## src/rtl/mem_lsu.sv

```systemverilog
// mem_lsu : load/store unit acting as initiator on a word-wide synchronous
// memory port with a one-cycle registered read.
//
// Accepts byte/half/word(/double when DW=64) load and store requests over a
// valid/ready handshake, one at a time. Loads have their lane extracted and
// are sign- or zero-extended. Sub-word stores are read-modify-write, since the
// memory only writes whole words.
//
// Ports
//   clk, rst                 clock, synchronous active-high reset
//   req_valid / req_ready    request handshake
//   req_we, req_size,        store flag, access size (00 B, 01 H, 10 W, 11 D),
//   req_unsigned             zero-extend loads when set
//   req_addr, req_wdata      byte address, right-justified store data
//   resp_valid / resp_ready  response handshake
//   resp_rdata, resp_err     extended load data (0 for stores), error flag
//   mem_address              word-aligned memory address
//   mem_write_data           word to write
//   mem_read, mem_write      memory strobes (never both high)
//   mem_read_data            memory data, valid the cycle after mem_read
//
// Optional feature: define MEM_LSU_MISALIGN_CHECK_EN to report misaligned or
// illegal-size requests through resp_err. Without it, resp_err is 0,
// misaligned addresses are force-aligned and size 11 with DW=32 acts as a word.
module mem_lsu #(
  parameter int DW = 32
) (
  input  logic          clk,
  input  logic          rst,
  input  logic          req_valid,
  output logic          req_ready,
  input  logic          req_we,
  input  logic [1:0]    req_size,
  input  logic          req_unsigned,
  input  logic [63:0]   req_addr,
  input  logic [DW-1:0] req_wdata,
  output logic          resp_valid,
  input  logic          resp_ready,
  output logic [DW-1:0] resp_rdata,
  output logic          resp_err,
  output logic [63:0]   mem_address,
  output logic [DW-1:0] mem_write_data,
  output logic          mem_read,
  output logic          mem_write,
  input  logic [DW-1:0] mem_read_data
);

  localparam int LB = $clog2(DW) - 3;

  typedef enum logic [2:0] {
    IDLE, LD_ISSUE, LD_DATA, RMW_RD, RMW_MERGE, ST_WR, RESP
  } state_t;

  state_t state, state_nx;

  logic [1:0]    size_q;
  logic [LB-1:0] off_q;
  logic          uns_q;
  logic [DW-1:0] wdata_q;
  logic [DW-1:0] merge_q;
  logic [DW-1:0] rdata_q;
  logic [63:0]   maddr_q;

  // Byte offset bits that must be zero for an access of the given size.
  function automatic logic [2:0] low_mask(input logic [1:0] sz);
    case (sz)
      2'd0:    return 3'b000;
      2'd1:    return 3'b001;
      2'd2:    return 3'b011;
      default: return 3'b111;
    endcase
  endfunction

  // Mask covering the low (8 << sz) bits of a DW-wide word.
  function automatic logic [DW-1:0] lane_mask(input logic [1:0] sz);
    int nb;
    nb = 8 << sz;
    if (nb >= DW) return '1;
    return ~({DW{1'b1}} << nb);
  endfunction

  function automatic logic [DW-1:0] load_ext(input logic [DW-1:0] w,
                                             input logic [LB-1:0] off,
                                             input logic [1:0]    sz,
                                             input logic          uns);
    logic [DW-1:0] s;
    logic [DW-1:0] m;
    logic          sgn;
    s   = w >> {off, 3'b000};
    m   = lane_mask(sz);
    // Top bit of the lane: the one bit set in m but not in m >> 1.
    sgn = |(s & m & ~(m >> 1));
    if (uns || !sgn) return s & m;
    return (s & m) | ~m;
  endfunction

  function automatic logic [DW-1:0] merge_lane(input logic [DW-1:0] rd,
                                               input logic [DW-1:0] wd,
                                               input logic [LB-1:0] off,
                                               input logic [1:0]    sz);
    logic [DW-1:0] m;
    m = lane_mask(sz);
    return (rd & ~(m << {off, 3'b000})) | ((wd & m) << {off, 3'b000});
  endfunction

  // Request decode: size 11 is only meaningful on a 64-bit port.
  logic [1:0]    esize_in;
  logic [2:0]    lm_in;
  logic [LB-1:0] off_in;
  logic          full_in;
  logic          err_in;

  always_comb begin
    esize_in = (req_size == 2'b11 && DW == 32) ? 2'b10 : req_size;
    lm_in    = low_mask(esize_in);
    off_in   = req_addr[LB-1:0] & ~lm_in[LB-1:0];
    full_in  = ((8 << esize_in) == DW);
`ifdef MEM_LSU_MISALIGN_CHECK_EN
    err_in   = ((req_addr[2:0] & low_mask(req_size)) != 3'b000) ||
               (req_size == 2'b11 && DW == 32);
`else
    err_in   = 1'b0;
`endif
  end

  always_ff @(posedge clk) begin
    if (rst) state <= IDLE;
    else     state <= state_nx;
  end

  always_comb begin
    state_nx = state;
    case (state)
      IDLE:
        if (req_valid) begin
          if (err_in)       state_nx = RESP;
          else if (!req_we) state_nx = LD_ISSUE;
          else if (full_in) state_nx = ST_WR;
          else              state_nx = RMW_RD;
        end
      LD_ISSUE:  state_nx = LD_DATA;
      LD_DATA:   state_nx = RESP;
      RMW_RD:    state_nx = RMW_MERGE;
      RMW_MERGE: state_nx = ST_WR;
      ST_WR:     state_nx = RESP;
      RESP:      if (resp_ready) state_nx = IDLE;
      default:   state_nx = IDLE;
    endcase
  end

`ifdef MEM_LSU_MISALIGN_CHECK_EN
  logic err_q;
  always_ff @(posedge clk) begin
    if (rst)                                 err_q <= 1'b0;
    else if (state == IDLE && req_valid)     err_q <= err_in;
    else if (state == RESP && resp_ready)    err_q <= 1'b0;
  end
  assign resp_err = err_q;
`else
  assign resp_err = 1'b0;
`endif

  always_ff @(posedge clk) begin
    if (rst) begin
      size_q  <= '0;
      off_q   <= '0;
      uns_q   <= 1'b0;
      wdata_q <= '0;
      merge_q <= '0;
      rdata_q <= '0;
      maddr_q <= '0;
    end else begin
      case (state)
        IDLE:
          if (req_valid) begin
            size_q  <= esize_in;
            off_q   <= off_in;
            uns_q   <= req_unsigned;
            wdata_q <= req_wdata;
            maddr_q <= {req_addr[63:LB], {LB{1'b0}}};
            if (req_we && full_in) merge_q <= req_wdata;
          end
        LD_DATA:   rdata_q <= load_ext(mem_read_data, off_q, size_q, uns_q);
        RMW_MERGE: merge_q <= merge_lane(mem_read_data, wdata_q, off_q, size_q);
        RESP:      if (resp_ready) rdata_q <= '0;
        default: ;
      endcase
    end
  end

  assign req_ready      = (state == IDLE);
  assign resp_valid     = (state == RESP);
  assign resp_rdata     = rdata_q;
  assign mem_address    = maddr_q;
  assign mem_write_data = merge_q;
  // Strobes are gated by rst so a reset cycle never touches memory.
  assign mem_read       = !rst && (state == LD_ISSUE || state == RMW_RD);
  assign mem_write      = !rst && (state == ST_WR);

endmodule

```

## config.mk

```make
export PLATFORM = sky130hd
export DESIGN_NAME = mem_lsu
export DESIGN_NICKNAME = d
export VERILOG_FILES = /design/src/rtl/mem_lsu.sv
export SDC_FILE = /design/constraint.sdc
export NUM_CORES = 1
export LEC_CHECK = 0
export BUFFER_PORTS_ARGS = -buffer_cell sky130_fd_sc_hd__buf_2
export CAP_MARGIN = 20
export CORE_MARGIN = 2
export CORE_UTILIZATION = 30
export DETAILED_ROUTE_END_ITERATION = 10
export SETUP_SLACK_MARGIN = 0.2
export SKIP_CTS_REPAIR_TIMING = 1
export SLEW_MARGIN = 15
export SYNTH_ARGS = -nofsm -noshare
export SYNTH_HDL_FRONTEND = slang
export SYNTH_SLANG_ARGS = --single-unit
```

## constraint.sdc

```tcl
create_clock -name clk -period 2.4 [get_ports clk]
set_input_delay 0.24 -clock clk [delete_from_list [all_inputs] [get_ports clk]]
set_output_delay 0.24 -clock clk [all_outputs]
set_load 0.05 [all_outputs]
```

* Yosys cells after proc, flatten, opt, wreduce, memory -nomap -nowiden
Cells that the tools add are included.
** Word-level totals
- Register bits after elaboration :: 166
- Output and inout bits :: 133
** Operators by class
- $lt $le $gt $ge :: 1
- Equal/unequal tests :: 13
- Shift-type cells :: 6
- Mux-type cells :: 29
- Bitwise gates (word level) :: 12
- Reduce and logical (&&, ||, !) cells :: 17
** Operators by type and width (number)
- two-way mux 32 bit :: 12
- bitwise AND 32 bit :: 4
- one-hot mux 32 bit (2 select lines) :: 2
- NOT 32 bit :: 3
- OR 32 bit :: 2
- left shift 32 x 5 -> 32 bit :: 2
- left shift 4 x 2 -> 32 bit (first input constant) :: 2
- equality test 32 x 7 -> 1 bit (second input constant) :: 1
- >= comparator 32 x 7 -> 1 bit (second input constant) :: 1
- NOT 31 -> 32 bit :: 1
- OR reduction 32 bit :: 1
- left shift 32 x 32 -> 32 bit (first input constant) :: 1
- right shift 32 x 5 -> 32 bit :: 1
- one-hot mux 3 bit (6 select lines) :: 1
- two-way mux 3 bit :: 4
- equality test 3 bit (second input constant) :: 3
- two-way mux 1 bit :: 8
- equality test 3 x 2 -> 1 bit (second input constant) :: 2
- one-hot mux 2 bit (3 select lines) :: 1
- AND reduction 2 bit :: 3
- equality test 2 bit (second input constant) :: 2
- inequality test 2 x 1 -> 1 bit (second input constant) :: 2
- nonzero test 2 bit :: 2
- equality test 3 x 1 -> 1 bit (second input constant) :: 1
- 12 further kinds :: 16

* Longest topological paths before layout
Gate-level depths: netlist (run 1).
- Depth after elaboration :: 18
- Depth in mapped cells :: 8

* Least setup slack after synthesis (run 1)
No wires, ideal clock.
- Path kind :: flip-flop to flip-flop
- From :: register state[2]
- To :: register wdata_q[11]
- Setup time :: 132 ps
- Arrival :: 2630 ps
- Data required time :: 2268 ps
- Slack :: -363 ps
- Cell stages (with the launch flop) :: 8
- Buffers on the path :: 3
- Cell sequence :: dfxtp_1 > buf_2 > nor3_1 > nand2_1 > buf_2 > buf_1 > nand2_1 > a21oi_1
** On the way
- Word-level cells in the longest chain between the ends :: 2
** RTL lines
- start, declared :: line 54 : state_t state, state_nx;
- start signal, assigned :: line 128 : else state <= state_nx;
- logical NOT 3 bit
- named net req_ready :: line 31 : output logic req_ready,
- AND reduction 2 bit (no line)
- end signal, assigned :: line 179 : wdata_q <= req_wdata;
- end, declared :: line 59 : logic [DW-1:0] wdata_q;
The timed path passes the listed nets, and every way through them passes these cells.
A chain may end at the register's enable or synchronous reset.

* Worst setup path in the final report (run 1)
- From :: register off_q[1]
- To :: register merge_q[26], in the netlist mem_write_data[26]
** On the way
- Word-level cells in the longest chain between the ends :: 5
- Elaborated cells on any way between the ends :: 6
- Those cells by class :: 2 x shift; 1 x mux; 3 x bitwise
** RTL lines
- start, declared :: line 57 : logic [LB-1:0] off_q;
- start signal, assigned :: line 177 : off_q <= off_in;
- left shift 32 x 5 -> 32 bit :: line 103 : return (rd & ~(m << {off, 3'b000})) | ((wd & m) << {off, 3'b000});
- NOT 32 bit :: line 103
- bitwise AND 32 bit :: line 103
- OR 32 bit (*) :: line 103
- one-hot mux 32 bit (2 select lines) (*) :: line 173 : case (state)
- end signal, assigned :: line 181 : if (req_we && full_in) merge_q <= req_wdata;
- end signal, assigned :: line 184 : RMW_MERGE: merge_q <= merge_lane(mem_read_data, wdata_q, off_q, size_q);
- end, declared :: line 60 : logic [DW-1:0] merge_q;
Every way passes the cells marked *; elsewhere a longest branch is shown, timed or not.

==> results.md, run 1 <==
- FF-to-FF path depth: 5
- Number of antenna violations at the first check in global routing: 5
- Kind of end point of the critical path: flop
- Multi-input logic area: 0.00370 sq mm
- Max Root-Sink Buffers: 2
- Unrepaired setup endpoints after global routing: no
- Register area share after synthesis: 0.449
- Core ar.: 0.0242 sq mm
- Max IR drop VDD: 0.421 mV
- Most frequent cell after synthesis: nand2_1
- Final worst path period share: 0.839
- Pin count of the biggest net entering global routing: 94
- Synthesis warning total: 0
- Number of nets in the layout: 1,254
- Placer's final routability congestion estimate: 0.892
- Summed area of non-filler cells in the final layout: 0.00959 sq mm
- Initial standard-cell utilization of the core: 0.305
- HP Class: primary input to flop
- Total vias in the final route: 7,520
- Final Hold Violating Endpoints: 0
- Root buffer cell: clkbuf_16
- Critical path data required time: 2.69 ns
- Layout cell share with drive strength beyond 1: 0.305
- Wirelength per Cell: 18.6 um
- Leakage power figure: 3.90 nW
- Filler Cell Count: 2,572
- Tightest slew margin relative to the limit: 0.562
- Synth top cells by count: nand2_1 (222), dfxtp_1 (166), a21oi_1 (116)
- Worst Path Arrival: 2.31 ns
- Netlist area before placement: 0.00740 sq mm
- Sum of overflow across all layers after global routing: 0
- Terminating pin of the worst hold path: mem_address[20]
- Drt pass-1 iters: 7
- WS Path Type: flop to flop
- TritonCTS sink count: 166
- Critical-path maximum fanout: 22
- Vias in the first global route: 7,064
- Row cnt: 57
- Sequential cell area: 0.00333 sq mm
- Height of the chip: 161 um
- Final period demand of the worst path: 2.01 ns
- Total GRT Usage: 0.204
- Startpoint of the worst setup timing path: off_q[1]
- Worst Tran Pin Value: 0.657 ns
- Via density per instance: 5.16
- Hold path cells: 3
- Synth Register Bits: 166
- Io pins: 269
- Area Overhead vs Synth: 29.7%
- Total setup violations reported at the end of the flow: 0
- Number of pins exceeding their max-slew limit in the final report: 0
- Kind of start point of the critical path: flop
- Remaining design rule violation count: 0
- Sum of negative setup slack: 0 ns
- Horizontal die dimension: 161 um
- First-iteration detailed-routing DRC count: 668
- Cell type contributing the most total cell area after synthesis: dfxtp_1
- Top_reg_cell synth: dfxtp_1
- Worst reg2reg path endpoint: mem_write_data[26]
- Number of cells produced by synthesis: 894
- Max H-tree Level: 4
- Hold wc startpoint: req_addr[20]
- Top-area cell type share of the netlist area: 0.449
- CTS tree: yes
- Status: complete, no violations
- Number of buffers created by CTS: 17
- Final HPWL DP: 19,500 um
- Maximum clock frequency: 0.496 GHz
- Top cells by area, synth: dfxtp_1 (45%), nand2_1 (11%), a21oi_1 (7.8%)
- Total power per unit cell area: 873 mW/mm^2
- Worst clock skew: 0.0127 ns
- Reported max-cap violation count: 0
- Worst R2R Setup Slack: 0.39 ns
- Clock transition at the registers of the reported paths: 0.07 ns
- Distinct cell type count of the synthesized netlist: 44
- Reg2reg start: off_q[1]
- Share of synthesized registers carrying an async set or reset: 0
- Count of flip-flops with a built-in enable after synthesis: 0
- Insertion delay of the later-clocked pin in the worst-skew pair: 0.43 ns
- Cell Area, Placed: 0.00901 sq mm
- Detail Route Antenna Nets: 0
- I/O Buffers: 265
- Wire length of the first global-routing pass: 40,900 um
- Area of the die: 0.0259 sq mm
- Sum of routed wire length over all layers: 27,200 um
- Mapped Avg Cell Area: 8.28 sq um
[metal layers]
| metal | wire length, um | vias to the layer above | track usage |
|---|---|---|---|
| li1 | - | 3626 | - |
| met1 | 11100 | 3510 | 0.254 |
| met2 | 12700 | 341 | 0.332 |
| met3 | 2810 | 37 | 0.0747 |
| met4 | 453 | 6 | 0.0572 |
| met5 | 22 | - | 0 |
[cell usage in the layout (no fill, tap or decap), types with 3 or more instances in the layout]
master,synthesis,routed
o41ai_1,16,16
a21oi_1,116,116
buf_4,5,18
o31ai_1,9,9
o21ai_0,23,23
inv_1,9,9
buf_12,0,4
mux4_2,9,9
nor2_1,47,47
dfxtp_1,166,164
buf_2,24,264
conb_1,1,3
inv_6,0,4
clkbuf_16,0,17
a311o_1,8,8
a22oi_1,23,23
mux2i_1,18,18
nand3b_1,26,26
nor4_1,10,10
diode_2,0,3
mux2_2,7,7
nor3_1,11,10
a221oi_1,25,25
a22o_1,8,8
o311ai_0,8,8
nand2b_1,6,6
nand2_1,222,221
nor3b_2,2,3
o21bai_1,17,17
clkinv_4,0,3
clkinvlp_4,0,3
[critical path, stage by stage, from the launching register on]
cell      delay, ns
dfxtp_2        0.62
buf_4          0.32
o21a_1         0.15
nor2_1         0.12
a221oi_1       0.59
nor4_1         0.08
[report_power, final]
group          switching, mW  internal (mW)
logic                   1.76          0.657
clock network           1.20           1.49
registers              0.218           3.05
total                   3.18           5.20
[cell type report]
class	instances	area share
timing repair buffer	286	0.160
multi-input combinational	636	0.386
clock buffer	19	0.0472
sequential	166	0.347
clock inverter	12	0.0124
antenna	3	0.000783
inverter	11	0.00430
tap	324	0.0423
[per-stage QoR]
stage / cells / hold slack [ns] / util / total power, mW / worst slack, ns
after floorplan: 896 / 0.376 / - / 5.00 / 0.196
after global placement: 1423 / 0.438 / 0.371 / 5.74 / 0.400
after detailed placement: 1423 / 0.443 / 0.371 / 5.75 / 0.356
after CTS: 1454 / 0.0218 / 0.395 / 8.47 / 0.362
after global routing: 1455 / 0.0281 / 0.395 / 8.75 / 0.268
final: 1457 / 0.0381 / 0.396 / 8.37 / 0.385
[state kept, by name, indices dropped and copies added, names as in the netlist]
name,count
uns_q,1
size_q,2
mem_address,62
off_q,2
state,3
mem_write_data,32
wdata_q,32
resp_rdata,32
[how the worst max path moves through the flow]
stage / cells after the start / to
3_3_place_gp: 5 / mem_write_data[20]
3_5_place_dp: 5 / mem_write_data[20]
4_1_cts: 5 / mem_write_data[20]
6_report: 5 / mem_write_data[26]
2_1_floorplan: 4 / mem_read
5_1_grt: 3 / resp_valid
[kinds of logic (layout without fill, tap and decap cells)]
kind of cell / count (synthesis) / in the layout / synth area share
AND/OR/NAND/NOR: 337 / 337 / 0.201
AO/OA/AOI/OAI: 262 / 262 / 0.231
flip-flops: 166 / 166 / 0.449
buffers and inverters: 94 / 328 / 0.0563
multiplexers: 34 / 34 / 0.0624
other: 1 / 6 / 0.000507
(Power assumes the default switching activity.)
==> inputs of run 2 (changes only) <==
clock period = 1.7 ns   (was 2.4 ns; I/O delays follow)
==> run 2 against run 1 <==
Net effect:
- the flow now finishes with violations (negative hold slack, negative setup slack)
- worst setup slack got worse by 0.40 ns
- hold slack worse by 0.042 ns
- utilization up 12 points
- global-route usage up 0.41 points
- non-clock buffer count up 160
- design area increased by 30%
- register-to-register slack worse by 0.40 ns
- via count grew 15%
- clock skew fell by 0.00089 ns
- sequential cell count is the same
- die area stayed put
==> results.md, run 2 (synthesis results as in run 1) <==
- Final WS setup: -0.0144 ns (was 0.385 ns)
- Unrepaired setup endpoints after global routing: yes (was no)
- Maximum clock frequency: 0.583 GHz (was 0.496 GHz)
- Drt pass-1 iters: 6 (was 7)
- Final period demand of the worst path: 1.71 ns (was 2.01 ns)
- Final HPWL DP: 20,100 um (was 19,500 um)
- Critical-path cell list: buf_6, or3_4, buf_12, o41ai_1 (was buf_4, o21a_1, nor2_1, a221oi_1, nor4_1)
- Sequential cell area: 0.00334 sq mm (was 0.00333 sq mm)
- I/O Buffers: 265 (unchanged)
- Share of total power in sequential cells: 0.339 (was 0.390)
- Standard cell with the maximum stage delay on the critical path: or3_4 (was dfxtp_2)
- Leakage power figure: 5.22 nW (was 3.90 nW)
- Number of buffers created by CTS: 17 (unchanged)
- Wire length of the first global-routing pass: 41,700 um (was 40,900 um)
- Kind of start point of the critical path: flop (unchanged)
- Status: finished, violations left (was complete, no violations)
- Reg2reg start: state[0] (was off_q[1])
- Remaining design rule violation count: 0 (unchanged)
- Max H-tree Level: 4 (unchanged)
- Io pins: 269 (unchanged)
- Number of antenna violations at the first check in global routing: 5 (unchanged)
- Sum of negative setup slack: -0.0144 ns (was 0 ns)
- Root buffer cell: clkbuf_16 (unchanged)
- Worst clock skew: 0.0118 ns (was 0.0127 ns)
- Hold path cells: 3 (unchanged)
- Switching share of power: 0.382 (was 0.379)
- Violations in the final reports: negative hold slack, negative setup slack
- Max IR drop VDD: 0.549 mV (was 0.421 mV)
- Total setup violations reported at the end of the flow: 1 (was 0)
- Clock group share of total power: 0.297 (was 0.321)
- Final Hold Violating Endpoints: 2 (was 0)
- Worst Tran Pin Value: 0.572 ns (was 0.657 ns)
- Pin count of the biggest net entering global routing: 68 (was 94)
- Layout cell share with drive strength beyond 1: 0.472 (was 0.305)
- Terminating pin of the worst hold path: mem_address[53] (was mem_address[20])
- Max Root-Sink Buffers: 2 (unchanged)
- CTS tree: yes (unchanged)
- Worst R2R Setup Slack: -0.01 ns (was 0.39 ns)
- Part of the total power dissipated in combinational logic: 0.364 (was 0.289)
- Tightest slew margin relative to the limit: 0.618 (was 0.562)
- Horizontal die dimension: 161 um (unchanged)
- CP top delay family: simple AND/OR/NAND/NOR gates (was compound AO/OA/AOI/OAI gates)
- WS Path Type: flop to flop (unchanged)
- Kind of end point of the critical path: flop (unchanged)
- Area of the die: 0.0259 sq mm (unchanged)
- Height of the chip: 161 um (unchanged)
- HP Class: primary input to flop (unchanged)
- Total vias in the final route: 8,614 (was 7,520)
- Total GRT Usage: 0.208 (was 0.204)
- Number of nets in the layout: 1,418 (was 1,254)
- Core ar.: 0.0242 sq mm (unchanged)
- Most common cell after layout, fill and taps aside: buf_2 (unchanged)
- Most frequent cells in the layout: buf_2 (260), nand2_1 (162), dfxtp_1 (160) (was buf_2 (264), nand2_1 (221), dfxtp_1 (164))
- Critical path data required time: 2.01 ns (was 2.69 ns)
- Total power per unit cell area: 1090 mW/mm^2 (was 873 mW/mm^2)
- Worst reg2reg path endpoint: mem_write_data[8] (was mem_write_data[26])
- Sum of routed wire length over all layers: 32,100 um (was 27,200 um)
- Final worst path period share: 1.01 (was 0.839)
- Via density per instance: 5.32 (was 5.16)
- Detail Route Antenna Nets: 0 (unchanged)
- Area Overhead vs Synth: 68.5% (was 29.7%)
- Sum of overflow across all layers after global routing: 0 (unchanged)
- TritonCTS sink count: 166 (unchanged)
- Number of buffers and inverters on the critical path: 2 (was 1)
- Multi-input logic area: 0.00469 sq mm (was 0.00370 sq mm)
- First-iteration detailed-routing DRC count: 703 (was 668)
- Internal power of the cells: 8.39 mW (was 5.20 mW)
- Vias in the first global route: 7,232 (was 7,064)
- FF-to-FF path depth: 4 (was 5)
- Number of pins exceeding their max-slew limit in the final report: 0 (unchanged)
- Worst Hold Margin: -0.00403 ns (was 0.0381 ns)
- Net Switching: 5.19 mW (was 3.18 mW)
- Clock transition at the registers of the reported paths: 0.07 ns (about the same)
- Initial standard-cell utilization of the core: 0.305 (unchanged)
- Critical-path maximum fanout: 8 (was 22)
- Insertion delay of the later-clocked pin in the worst-skew pair: 0.44 ns (was 0.43 ns)
- Hold wc startpoint: req_addr[53] (was req_addr[20])
- Placer's final routability congestion estimate: 0.863 (was 0.892)
- Design Power: 13.6 mW (was 8.37 mW)
- Row cnt: 57 (unchanged)
- Largest register FFs: 62 (unchanged)
- Util after Layout: 0.514 (was 0.396)
- Reported max-cap violation count: 0 (unchanged)
- Crit path largest cell delay: 0.49 ns (was 0.62 ns)
- Filler Cell Count: 2,188 (was 2,572)
- Worst Path Arrival: 2.02 ns (was 2.31 ns)
- Wirelength per Cell: 19.8 um (was 18.6 um)
==> run 2: stage by stage <==
step / worst slack [ns] / area (sq um) / instances
after floorplan: 0.00866 / 7560 / 896
after global placement: -0.121 / 9470 / 1472
after detailed placement: -0.0936 / 9470 / 1472
after CTS: -0.128 / 10100 / 1504
after global routing: -0.0388 / 12500 / 1620
final: -0.0144 / 12500 / 1620
==> run 2: tightest hold or removal path: stages <==
cell	delay, ns
buf_2	0.10
nand2_1	0.06
a21oi_1	0.05
==> run 2: final cells by class <==
class | count | area share
Antenna cell | 1 | 0.000201
Tap cell | 324 | 0.0325
Inverter | 11 | 0.00331
Clock buffer | 19 | 0.0355
Timing Repair Buffer | 446 | 0.271
Sequential cell | 166 | 0.268
Multi-Input combinational cell | 640 | 0.377
Clock inverter | 13 | 0.0127
==> run 2: per-layer routing <==
metal | track usage | routed length [um]
met2 | 0.340 | 15500
met3 | 0.0709 | 3040
met5 | 0 | 57
met1 | 0.260 | 12800
met4 | 0.0601 | 757
==> run 2: worst max-delay path by stage <==
stage	cells past startpoint	from	slack, ns	end
floorplan	8	state[2]	0.009	wdata_q[17]
global route	8	state[2]	-0.04	wdata_q[28]
CTS	3	state[1]	-0.13	mem_write
detailed placement	5	off_q[0]	-0.09	mem_write_data[20]
finish	4	state[0]	-0.01	mem_write_data[8]
global placement	5	off_q[0]	-0.12	mem_write_data[20]
==> run 2: power by group through the flow <==
stage          Sequential [mW]  Clock, mW  Combinational (mW)
2_1_floorplan             5.70          0                1.45
3_5_place_dp              4.67          0                3.66
4_1_cts                   4.58       4.11                3.67
3_3_place_gp              4.65          0                3.64
5_1_grt                   4.65       4.29                5.20
6_report                  4.60       4.04                4.94
